**src/rtl/mult_div_unit_if.sv**
```systemverilog
// Issue/result bundle between decoder-side logic and the multiply/divide unit.
// The master drives operands and MTHI/MTLO strobes; the slave returns busy/done and HI/LO.
interface mult_div_unit_if #(
    parameter int WIDTH = 32
);
    logic             start;
    logic [1:0]       op;
    logic [WIDTH-1:0] srcA;
    logic [WIDTH-1:0] srcB;
    logic             hiWrite;
    logic             loWrite;
    logic [WIDTH-1:0] writeData;
    logic             busy;
    logic             done;
    logic             divZero;
    logic [WIDTH-1:0] hi;
    logic [WIDTH-1:0] lo;

    modport master (
        output start, op, srcA, srcB, hiWrite, loWrite, writeData,
        input  busy, done, divZero, hi, lo
    );

    modport slave (
        input  start, op, srcA, srcB, hiWrite, loWrite, writeData,
        output busy, done, divZero, hi, lo
    );
endinterface

```
**src/rtl/mult_div_unit.sv**
```systemverilog
// Iterative shift-add multiply / restoring divide owning HI/LO; fixed 33-edge latency start->done.
// No backpressure: busy stalls the decoder, and start or MTHI/MTLO seen while busy are dropped.
module mult_div_unit #(
    parameter int WIDTH = 32,
    parameter int CNT_W = 6
) (
    input  logic            clk,
    input  logic            rst_n,
    mult_div_unit_if.slave  bus
);
    localparam logic [1:0] IDLE   = 2'd0;
    localparam logic [1:0] RUN    = 2'd1;
    localparam logic [1:0] FINISH = 2'd2;

    localparam logic [CNT_W-1:0] LAST_CNT = CNT_W'(WIDTH - 1);

    logic [1:0]       state_q, state_d;
    logic [CNT_W-1:0] cnt_q, cnt_d;
    logic             is_div_q, is_div_d;
    logic             neg_res_q, neg_res_d;
    logic             neg_rem_q, neg_rem_d;
    logic             b_zero_q, b_zero_d;
    logic [WIDTH-1:0] a_raw_q, a_raw_d;
    logic [WIDTH-1:0] mcand_q, mcand_d;
    logic [WIDTH-1:0] acc_q, acc_d;
    logic [WIDTH-1:0] quo_q, quo_d;
    logic [WIDTH-1:0] hi_q, hi_d;
    logic [WIDTH-1:0] lo_q, lo_d;
    logic             done_q, done_d;
    logic             dz_q, dz_d;

    logic             signed_op;
    logic             a_neg;
    logic             b_neg;
    logic [WIDTH-1:0] a_mag;
    logic [WIDTH-1:0] b_mag;
    logic [WIDTH:0]   mul_sum;
    logic [WIDTH:0]   div_shift;
    logic [WIDTH:0]   div_diff;
    logic [2*WIDTH-1:0] prod;
    logic [2*WIDTH-1:0] prod_fix;

    // op[0] clear selects the signed variants (MULT, DIV)
    assign signed_op = ~bus.op[0];
    assign a_neg     = signed_op & bus.srcA[WIDTH-1];
    assign b_neg     = signed_op & bus.srcB[WIDTH-1];
    assign a_mag     = a_neg ? (WIDTH'(0) - bus.srcA) : bus.srcA;
    assign b_mag     = b_neg ? (WIDTH'(0) - bus.srcB) : bus.srcB;

    // Multiply: acc holds the running upper half, quo shifts the multiplier out / product in.
    assign mul_sum   = {1'b0, acc_q} + (quo_q[0] ? {1'b0, mcand_q} : {(WIDTH+1){1'b0}});

    // Divide: acc is the partial remainder, quo shifts the dividend out / quotient in.
    assign div_shift = {acc_q, quo_q[WIDTH-1]};
    assign div_diff  = div_shift - {1'b0, mcand_q};

    assign prod      = {acc_q, quo_q};
    assign prod_fix  = neg_res_q ? ((2*WIDTH)'(0) - prod) : prod;

    always_comb begin
        state_d   = state_q;
        cnt_d     = cnt_q;
        is_div_d  = is_div_q;
        neg_res_d = neg_res_q;
        neg_rem_d = neg_rem_q;
        b_zero_d  = b_zero_q;
        a_raw_d   = a_raw_q;
        mcand_d   = mcand_q;
        acc_d     = acc_q;
        quo_d     = quo_q;
        hi_d      = hi_q;
        lo_d      = lo_q;
        done_d    = 1'b0;
        dz_d      = 1'b0;

        case (state_q)
            IDLE: begin
                if (bus.hiWrite) hi_d = bus.writeData;
                if (bus.loWrite) lo_d = bus.writeData;
                if (bus.start) begin
                    state_d   = RUN;
                    cnt_d     = '0;
                    is_div_d  = bus.op[1];
                    neg_res_d = a_neg ^ b_neg;
                    neg_rem_d = a_neg;
                    b_zero_d  = (bus.srcB == '0);
                    a_raw_d   = bus.srcA;
                    mcand_d   = bus.op[1] ? b_mag : a_mag;
                    quo_d     = bus.op[1] ? a_mag : b_mag;
                    acc_d     = '0;
                end
            end
            RUN: begin
                cnt_d = cnt_q + 1'b1;
                if (is_div_q) begin
                    if (!div_diff[WIDTH]) begin
                        acc_d = div_diff[WIDTH-1:0];
                        quo_d = {quo_q[WIDTH-2:0], 1'b1};
                    end else begin
                        acc_d = div_shift[WIDTH-1:0];
                        quo_d = {quo_q[WIDTH-2:0], 1'b0};
                    end
                end else begin
                    acc_d = mul_sum[WIDTH:1];
                    quo_d = {mul_sum[0], quo_q[WIDTH-1:1]};
                end
                if (cnt_q == LAST_CNT) begin
                    state_d = FINISH;
                end
            end
            FINISH: begin
                state_d = IDLE;
                cnt_d   = '0;
                done_d  = 1'b1;
                if (is_div_q) begin
                    if (b_zero_q) begin
                        hi_d = a_raw_q;
                        lo_d = '1;
                        dz_d = 1'b1;
                    end else begin
                        lo_d = neg_res_q ? (WIDTH'(0) - quo_q) : quo_q;
                        hi_d = neg_rem_q ? (WIDTH'(0) - acc_q) : acc_q;
                    end
                end else begin
                    hi_d = prod_fix[2*WIDTH-1:WIDTH];
                    lo_d = prod_fix[WIDTH-1:0];
                end
            end
            default: begin
                state_d = IDLE;
            end
        endcase
    end

    always_ff @(posedge clk) begin
        if (!rst_n) begin
            state_q   <= IDLE;
            cnt_q     <= '0;
            is_div_q  <= 1'b0;
            neg_res_q <= 1'b0;
            neg_rem_q <= 1'b0;
            b_zero_q  <= 1'b0;
            a_raw_q   <= '0;
            mcand_q   <= '0;
            acc_q     <= '0;
            quo_q     <= '0;
            hi_q      <= '0;
            lo_q      <= '0;
            done_q    <= 1'b0;
            dz_q      <= 1'b0;
        end else begin
            state_q   <= state_d;
            cnt_q     <= cnt_d;
            is_div_q  <= is_div_d;
            neg_res_q <= neg_res_d;
            neg_rem_q <= neg_rem_d;
            b_zero_q  <= b_zero_d;
            a_raw_q   <= a_raw_d;
            mcand_q   <= mcand_d;
            acc_q     <= acc_d;
            quo_q     <= quo_d;
            hi_q      <= hi_d;
            lo_q      <= lo_d;
            done_q    <= done_d;
            dz_q      <= dz_d;
        end
    end

    assign bus.busy    = (state_q != IDLE);
    assign bus.done    = done_q;
    assign bus.divZero = dz_q;
    assign bus.hi      = hi_q;
    assign bus.lo      = lo_q;
endmodule
```
**src/flat_wrapper.sv**
```systemverilog
// flat-port wrapper written by rule: the top's interface ports become plain ports
module mult_div_unit_flat 
#(
    parameter int WIDTH = 32,
    parameter int CNT_W = 6
)
  (clk, rst_n, bus_start, bus_op, bus_srcA, bus_srcB, bus_hiWrite, bus_loWrite, bus_writeData, bus_busy, bus_done, bus_divZero, bus_hi, bus_lo);
  mult_div_unit_if #(.WIDTH(WIDTH)) bus_i ();
  input  logic clk;
  input  logic rst_n;
  input wire logic [$bits(bus_i.start)-1:0] bus_start;
  input wire logic [$bits(bus_i.op)-1:0] bus_op;
  input wire logic [$bits(bus_i.srcA)-1:0] bus_srcA;
  input wire logic [$bits(bus_i.srcB)-1:0] bus_srcB;
  input wire logic [$bits(bus_i.hiWrite)-1:0] bus_hiWrite;
  input wire logic [$bits(bus_i.loWrite)-1:0] bus_loWrite;
  input wire logic [$bits(bus_i.writeData)-1:0] bus_writeData;
  output wire logic [$bits(bus_i.busy)-1:0] bus_busy;
  output wire logic [$bits(bus_i.done)-1:0] bus_done;
  output wire logic [$bits(bus_i.divZero)-1:0] bus_divZero;
  output wire logic [$bits(bus_i.hi)-1:0] bus_hi;
  output wire logic [$bits(bus_i.lo)-1:0] bus_lo;
  assign bus_i.start = bus_start;
  assign bus_i.op = bus_op;
  assign bus_i.srcA = bus_srcA;
  assign bus_i.srcB = bus_srcB;
  assign bus_i.hiWrite = bus_hiWrite;
  assign bus_i.loWrite = bus_loWrite;
  assign bus_i.writeData = bus_writeData;
  assign bus_busy = bus_i.busy;
  assign bus_done = bus_i.done;
  assign bus_divZero = bus_i.divZero;
  assign bus_hi = bus_i.hi;
  assign bus_lo = bus_i.lo;
  mult_div_unit #(.WIDTH(WIDTH), .CNT_W(CNT_W)) u_core (.clk(clk), .rst_n(rst_n), .bus(bus_i));
endmodule
```
**config.mk**
```make
export PLATFORM = sky130hd
export DESIGN_NAME = mult_div_unit_flat
export DESIGN_NICKNAME = d
export VERILOG_FILES = /design/src/rtl/mult_div_unit_if.sv /design/src/rtl/mult_div_unit.sv /design/src/flat_wrapper.sv
export SDC_FILE = /design/constraint.sdc
export NUM_CORES = 1
export LEC_CHECK = 0
export CAP_MARGIN = 10
export CELL_PAD_IN_SITES_DETAIL_PLACEMENT = 1
export CELL_PAD_IN_SITES_GLOBAL_PLACEMENT = 1
export CORE_MARGIN = 4
export CORE_UTILIZATION = 39
export DETAILED_ROUTE_END_ITERATION = 10
export PLACE_DENSITY = 0.84
export REMOVE_ABC_BUFFERS = 1
export SYNTH_ARGS = -nofsm -noshare
export SYNTH_HDL_FRONTEND = slang
export SYNTH_SLANG_ARGS = --single-unit
```
**constraint.sdc**
```tcl
create_clock -name clk -period 3.2 [get_ports clk]
set_input_delay 0.64 -clock clk [delete_from_list [all_inputs] [get_ports clk]]
set_output_delay 0.64 -clock clk [all_outputs]
set_load 0.005 [all_outputs]
```
==> summary.txt <==
OUTCOME
--------------------------------------------------------------------------------
Result of the run ................................................. finished, violations left
Violations in the final reports ................................... negative setup slack

LOGIC SYNTHESIS
--------------------------------------------------------------------------------
Synth Area per Inst ...............................................    7.276 um2
Cell with the most instances after synthesis ...................... sky130_fd_sc_hd__nand2_1
Mapped Cells ......................................................         2311
Sequential element share of the synthesized area ..................       24.53%
Fraction of post-synthesis cell area in the top cell type by area .       24.53%
Top cell type by total area after synthesis ....................... sky130_fd_sc_hd__dfxtp_1
Most used flip-flop cell after synthesis .......................... sky130_fd_sc_hd__dfxtp_1
Synthesized cell area .............................................  0.01681 mm2
Number of flip-flops and latches in the synthesized netlist .......          206
Largest cells by area after synthesis ............................. sky130_fd_sc_hd__dfxtp_1 (25%), sky130_fd_sc_hd__a21oi_1 (7.9%), sky130_fd_sc_hd__nand2_1 (6.4%)
Async set or reset register ratio after synthesis .................           0%
Commonest cells in the netlist .................................... sky130_fd_sc_hd__nand2_1 (287), sky130_fd_sc_hd__a21oi_1 (267), sky130_fd_sc_hd__dfxtp_1 (206)
Yosys synthesis warning count .....................................            0
Library cells used by synthesis ...................................           85
Number of flops mapped to enable cells by yosys ...................            0

ROUTING
--------------------------------------------------------------------------------
Wirelength per Cell ...............................................     24.33 um
Count of TritonRoute iterations in the first routing pass .........            5
Drt via density ...................................................        6.189
First-iteration detailed-routing DRC count ........................         1762
DR DRC count ......................................................            0
Post-route antenna net violation count ............................            0
Post-Route WL .....................................................     78850 um
Vias after detailed routing .......................................        20060

FLOORPLANNING
--------------------------------------------------------------------------------
Std-Cell Rows .....................................................           75
Chip height .......................................................     215.6 um
Die footprint .....................................................  0.04650 mm2
Die span in x .....................................................     215.6 um
Initial core utilization ..........................................       39.73%
Core box area .....................................................  0.04232 mm2
Ports .............................................................          170

LAYOUT
--------------------------------------------------------------------------------
Number of nets in the finished design .............................         2818
Final antenna diode count .........................................            0
Post-layout instance count excluding filler cells .................         3241
Growth of design area from synthesis to finish ....................       33.75%
Sequential cell area in the final layout .......................... 0.004146 mm2
Final cell utilization of the core ................................       53.14%
Fill cell instance count of the final layout ......................         5143
Layout cells sized above 1 ........................................       19.52%
Multi-input combinational cell area ...............................  0.01227 mm2

SETUP PATH
--------------------------------------------------------------------------------
Startpoint of the most critical setup path ........................ u_core.quo_q[0]$_SDFFE_PN0P_
Critical Path Sink ................................................ u_core.acc_q[31]$_SDFFE_PN0P_
WS Path Type ...................................................... register to register
CP arrival ........................................................      3.73 ns
Worst setup SP type ...............................................     register
Sort of element at the end of the critical path ...................     register
Cell depth of the worst flop-to-flop path .........................           16
Required arrival time at the worst endpoint .......................      3.67 ns
Critical R2R Capture .............................................. u_core.acc_q[31]$_SDFFE_PN0P_
Worst-case register-to-register setup slack .......................     -0.07 ns
Reg-to-Reg Start .................................................. u_core.quo_q[0]$_SDFFE_PN0P_
Critical path peak fanout .........................................            4

STA
--------------------------------------------------------------------------------
Number of setup violations in the final report ....................            3
Post-Route Hold Slack .............................................    0.4528 ns
Unrepaired setup endpoints after global routing ...................         true
Slew at the pin with the worst max-slew slack .....................     1.035 ns
Setup slack after layout ..........................................  -0.06687 ns
Count of pins over their slew limit ...............................            0
Timing-limited maximum frequency ..................................   0.3061 GHz
Setup skew after layout ...........................................   0.02139 ns
Final hold violation count ........................................            0
Setup TNS .........................................................   -0.1412 ns
Final worst-path cycle share ......................................       102.1%
Clock period minus final worst setup slack ........................     3.267 ns
Normalized max-slew margin ........................................       30.77%

CTS
--------------------------------------------------------------------------------
Clock buffer count from CTS .......................................           26
Buffers from clock root to sink, at most ..........................            3
Clk sinks .........................................................          206
CTS tree ..........................................................          yes
Root Buffer Master ................................................ sky130_fd_sc_hd__clkbuf_16
Clock slew at reported path FFs ...................................      0.06 ns
Maximum level of the CTS H-tree ...................................            1
Clock latency reported for the late side of the worst-skew pair ...      0.57 ns

GRT
--------------------------------------------------------------------------------
Antenna violations before repair ..................................            0
Vias in the first global route ....................................        20750
GRT Overall Usage .................................................       31.44%
GRT overflow ......................................................            0
Largest net degree at the start of global routing .................           92
Global-route wire length before repair ............................    118100 um

PLACE
--------------------------------------------------------------------------------
Routability Congestion ............................................       0.9911
# port buffers ....................................................          169
HPWL reported at the end of detailed placement ....................     57750 um
Total instance count after detailed placement .....................         3160

POWER
--------------------------------------------------------------------------------
Power density over cell area ...................................... 397.4 mW/mm2
Peak supply drop ..................................................    0.4499 mV
Leak pwr ..........................................................  0.008880 uW

JOB
--------------------------------------------------------------------------------
Max-cap viol count ................................................            0

MIN PATH
--------------------------------------------------------------------------------
Hold crit path type ............................................... register to register

==> how the worst min path moves through the flow <==
stage / startpoint / to / cells past startpoint
floorplan: u_core.a_raw_q[17]$_SDFFE_PN0P_ / u_core.a_raw_q[17]$_SDFFE_PN0P_ / 2
global placement: u_core.bus.lo[28]$_SDFFE_PN0P_ / u_core.bus.lo[28]$_SDFFE_PN0P_ / 2
detailed placement: u_core.bus.lo[28]$_SDFFE_PN0P_ / u_core.bus.lo[28]$_SDFFE_PN0P_ / 2
CTS: u_core.bus.lo[28]$_SDFFE_PN0P_ / u_core.bus.lo[28]$_SDFFE_PN0P_ / 2
global route: u_core.bus.lo[31]$_SDFFE_PN0P_ / u_core.bus.lo[31]$_SDFFE_PN0P_ / 2
finish: u_core.bus.lo[28]$_SDFFE_PN0P_ / u_core.bus.lo[28]$_SDFFE_PN0P_ / 2
==> layout by cell type (no fill, tap or decap), types with 26 or more instances in the layout <==
master,instances
sky130_fd_sc_hd__buf_4,299
sky130_fd_sc_hd__nand2_1,284
sky130_fd_sc_hd__a21oi_1,255
sky130_fd_sc_hd__nor2_1,195
sky130_fd_sc_hd__dfxtp_1,194
sky130_fd_sc_hd__clkdlybuf4s50_1,167
sky130_fd_sc_hd__o21ai_0,125
sky130_fd_sc_hd__xnor2_1,119
sky130_fd_sc_hd__xor2_1,67
sky130_fd_sc_hd__mux2i_1,65
sky130_fd_sc_hd__inv_1,62
sky130_fd_sc_hd__o211ai_1,61
sky130_fd_sc_hd__ha_1,55
sky130_fd_sc_hd__o21ai_1,48
sky130_fd_sc_hd__a211oi_1,40
sky130_fd_sc_hd__o221ai_1,35
sky130_fd_sc_hd__nand3_1,33
sky130_fd_sc_hd__nor3_1,31
sky130_fd_sc_hd__clkbuf_16,28
sky130_fd_sc_hd__a22oi_1,27
sky130_fd_sc_hd__or3_1,26
==> registers in the layout, summed over array words and instances, names as in the netlist, 2 cells and up <==
name,count
u_core.cnt_q,6
u_core.bus.lo,32
u_core.a_raw_q,32
u_core.quo_q,32
u_core.state_q,2
u_core.bus.hi,32
u_core.acc_q,32
u_core.mcand_q,32
==> final cells by class <==
cell class / instances / share of cell area, %
timing repair buffer: 483 / 18.58
tap: 577 / 3.210
clock inverter: 10 / 0.6008
multi-input combinational: 1859 / 54.55
inverter: 68 / 1.168
clock buffer: 38 / 3.455
sequential: 206 / 18.44
==> metal layers <==
metal	up-vias	wire length, um	part of all wire (%)	global-route usage (%)
met5	-	0	0	0
met3	225	5002	6.3	4.177
li1	9007	-	-	-
met4	0	4760	6.0	15.98
met1	10000	31770	40	39.20
met2	825	37320	47	53.19
==> timing repair <==
| item | CTS | global route |
|---|---|---|
| setup endpoints to repair | 46 | 63 |
| setup buffers | 10 | 22 |
| endpoints found under the hold margin | 0 | 0 |
| cloned | 1 | 1 |
| pin swaps | 25 | 38 |
| hold buffers | 0 | 0 |
| resized for setup | 56 | 85 |
==> critical path, cell delays in order, from the launching register on <==
cell and delay [ns]:
sky130_fd_sc_hd__dfxtp_4 0.40, sky130_fd_sc_hd__and2_4 0.17, sky130_fd_sc_hd__ha_4 0.14, sky130_fd_sc_hd__inv_2 0.03
sky130_fd_sc_hd__fa_2 0.34, sky130_fd_sc_hd__nand2b_4 0.16, sky130_fd_sc_hd__a21oi_2 0.17, sky130_fd_sc_hd__buf_4 0.16
sky130_fd_sc_hd__o2111ai_4 0.14, sky130_fd_sc_hd__nand2_2 0.13, sky130_fd_sc_hd__o31a_1 0.23, sky130_fd_sc_hd__a21oi_2 0.11
sky130_fd_sc_hd__a311oi_2 0.25, sky130_fd_sc_hd__buf_4 0.15, sky130_fd_sc_hd__nand4_1 0.10, sky130_fd_sc_hd__a31o_2 0.28
sky130_fd_sc_hd__a211oi_2 0.23
==> cell families (layout without fill, tap and decap cells) <==
| group | Yosys count | in the layout | synth area share, % |
|---|---|---|---|
| multiplexers | 80 | 80 | 4.859 |
| adder cells (fa/ha/maj) | 71 | 71 | 5.372 |
| AO/OA/AOI/OAI | 767 | 767 | 28.53 |
| flip-flops | 206 | 206 | 24.53 |
| buffers and inverters | 246 | 599 | 5.759 |
| XOR/XNOR | 187 | 187 | 9.740 |
| AND/OR/NAND/NOR | 754 | 754 | 21.21 |
==> report_power, final <==
group / switching (uW) / total, uW / internal [uW]
logic: 1600 / 2840 / 1240
registers: 164 / 2900 / 2740
clock network: 1280 / 3200 / 1920
==> stage by stage <==
step	cell area [um2]	setup WS [ns]	power, uW
detailed placement	20710	-0.5601	5513
CTS	21940	-0.06762	8785
global route	22490	-0.2033	9261
global placement	20710	-0.3695	5412
finish	22490	-0.06687	8937
floorplan	16100	-1.169	4283
Note: power is estimated with default switching activity, not from simulation.
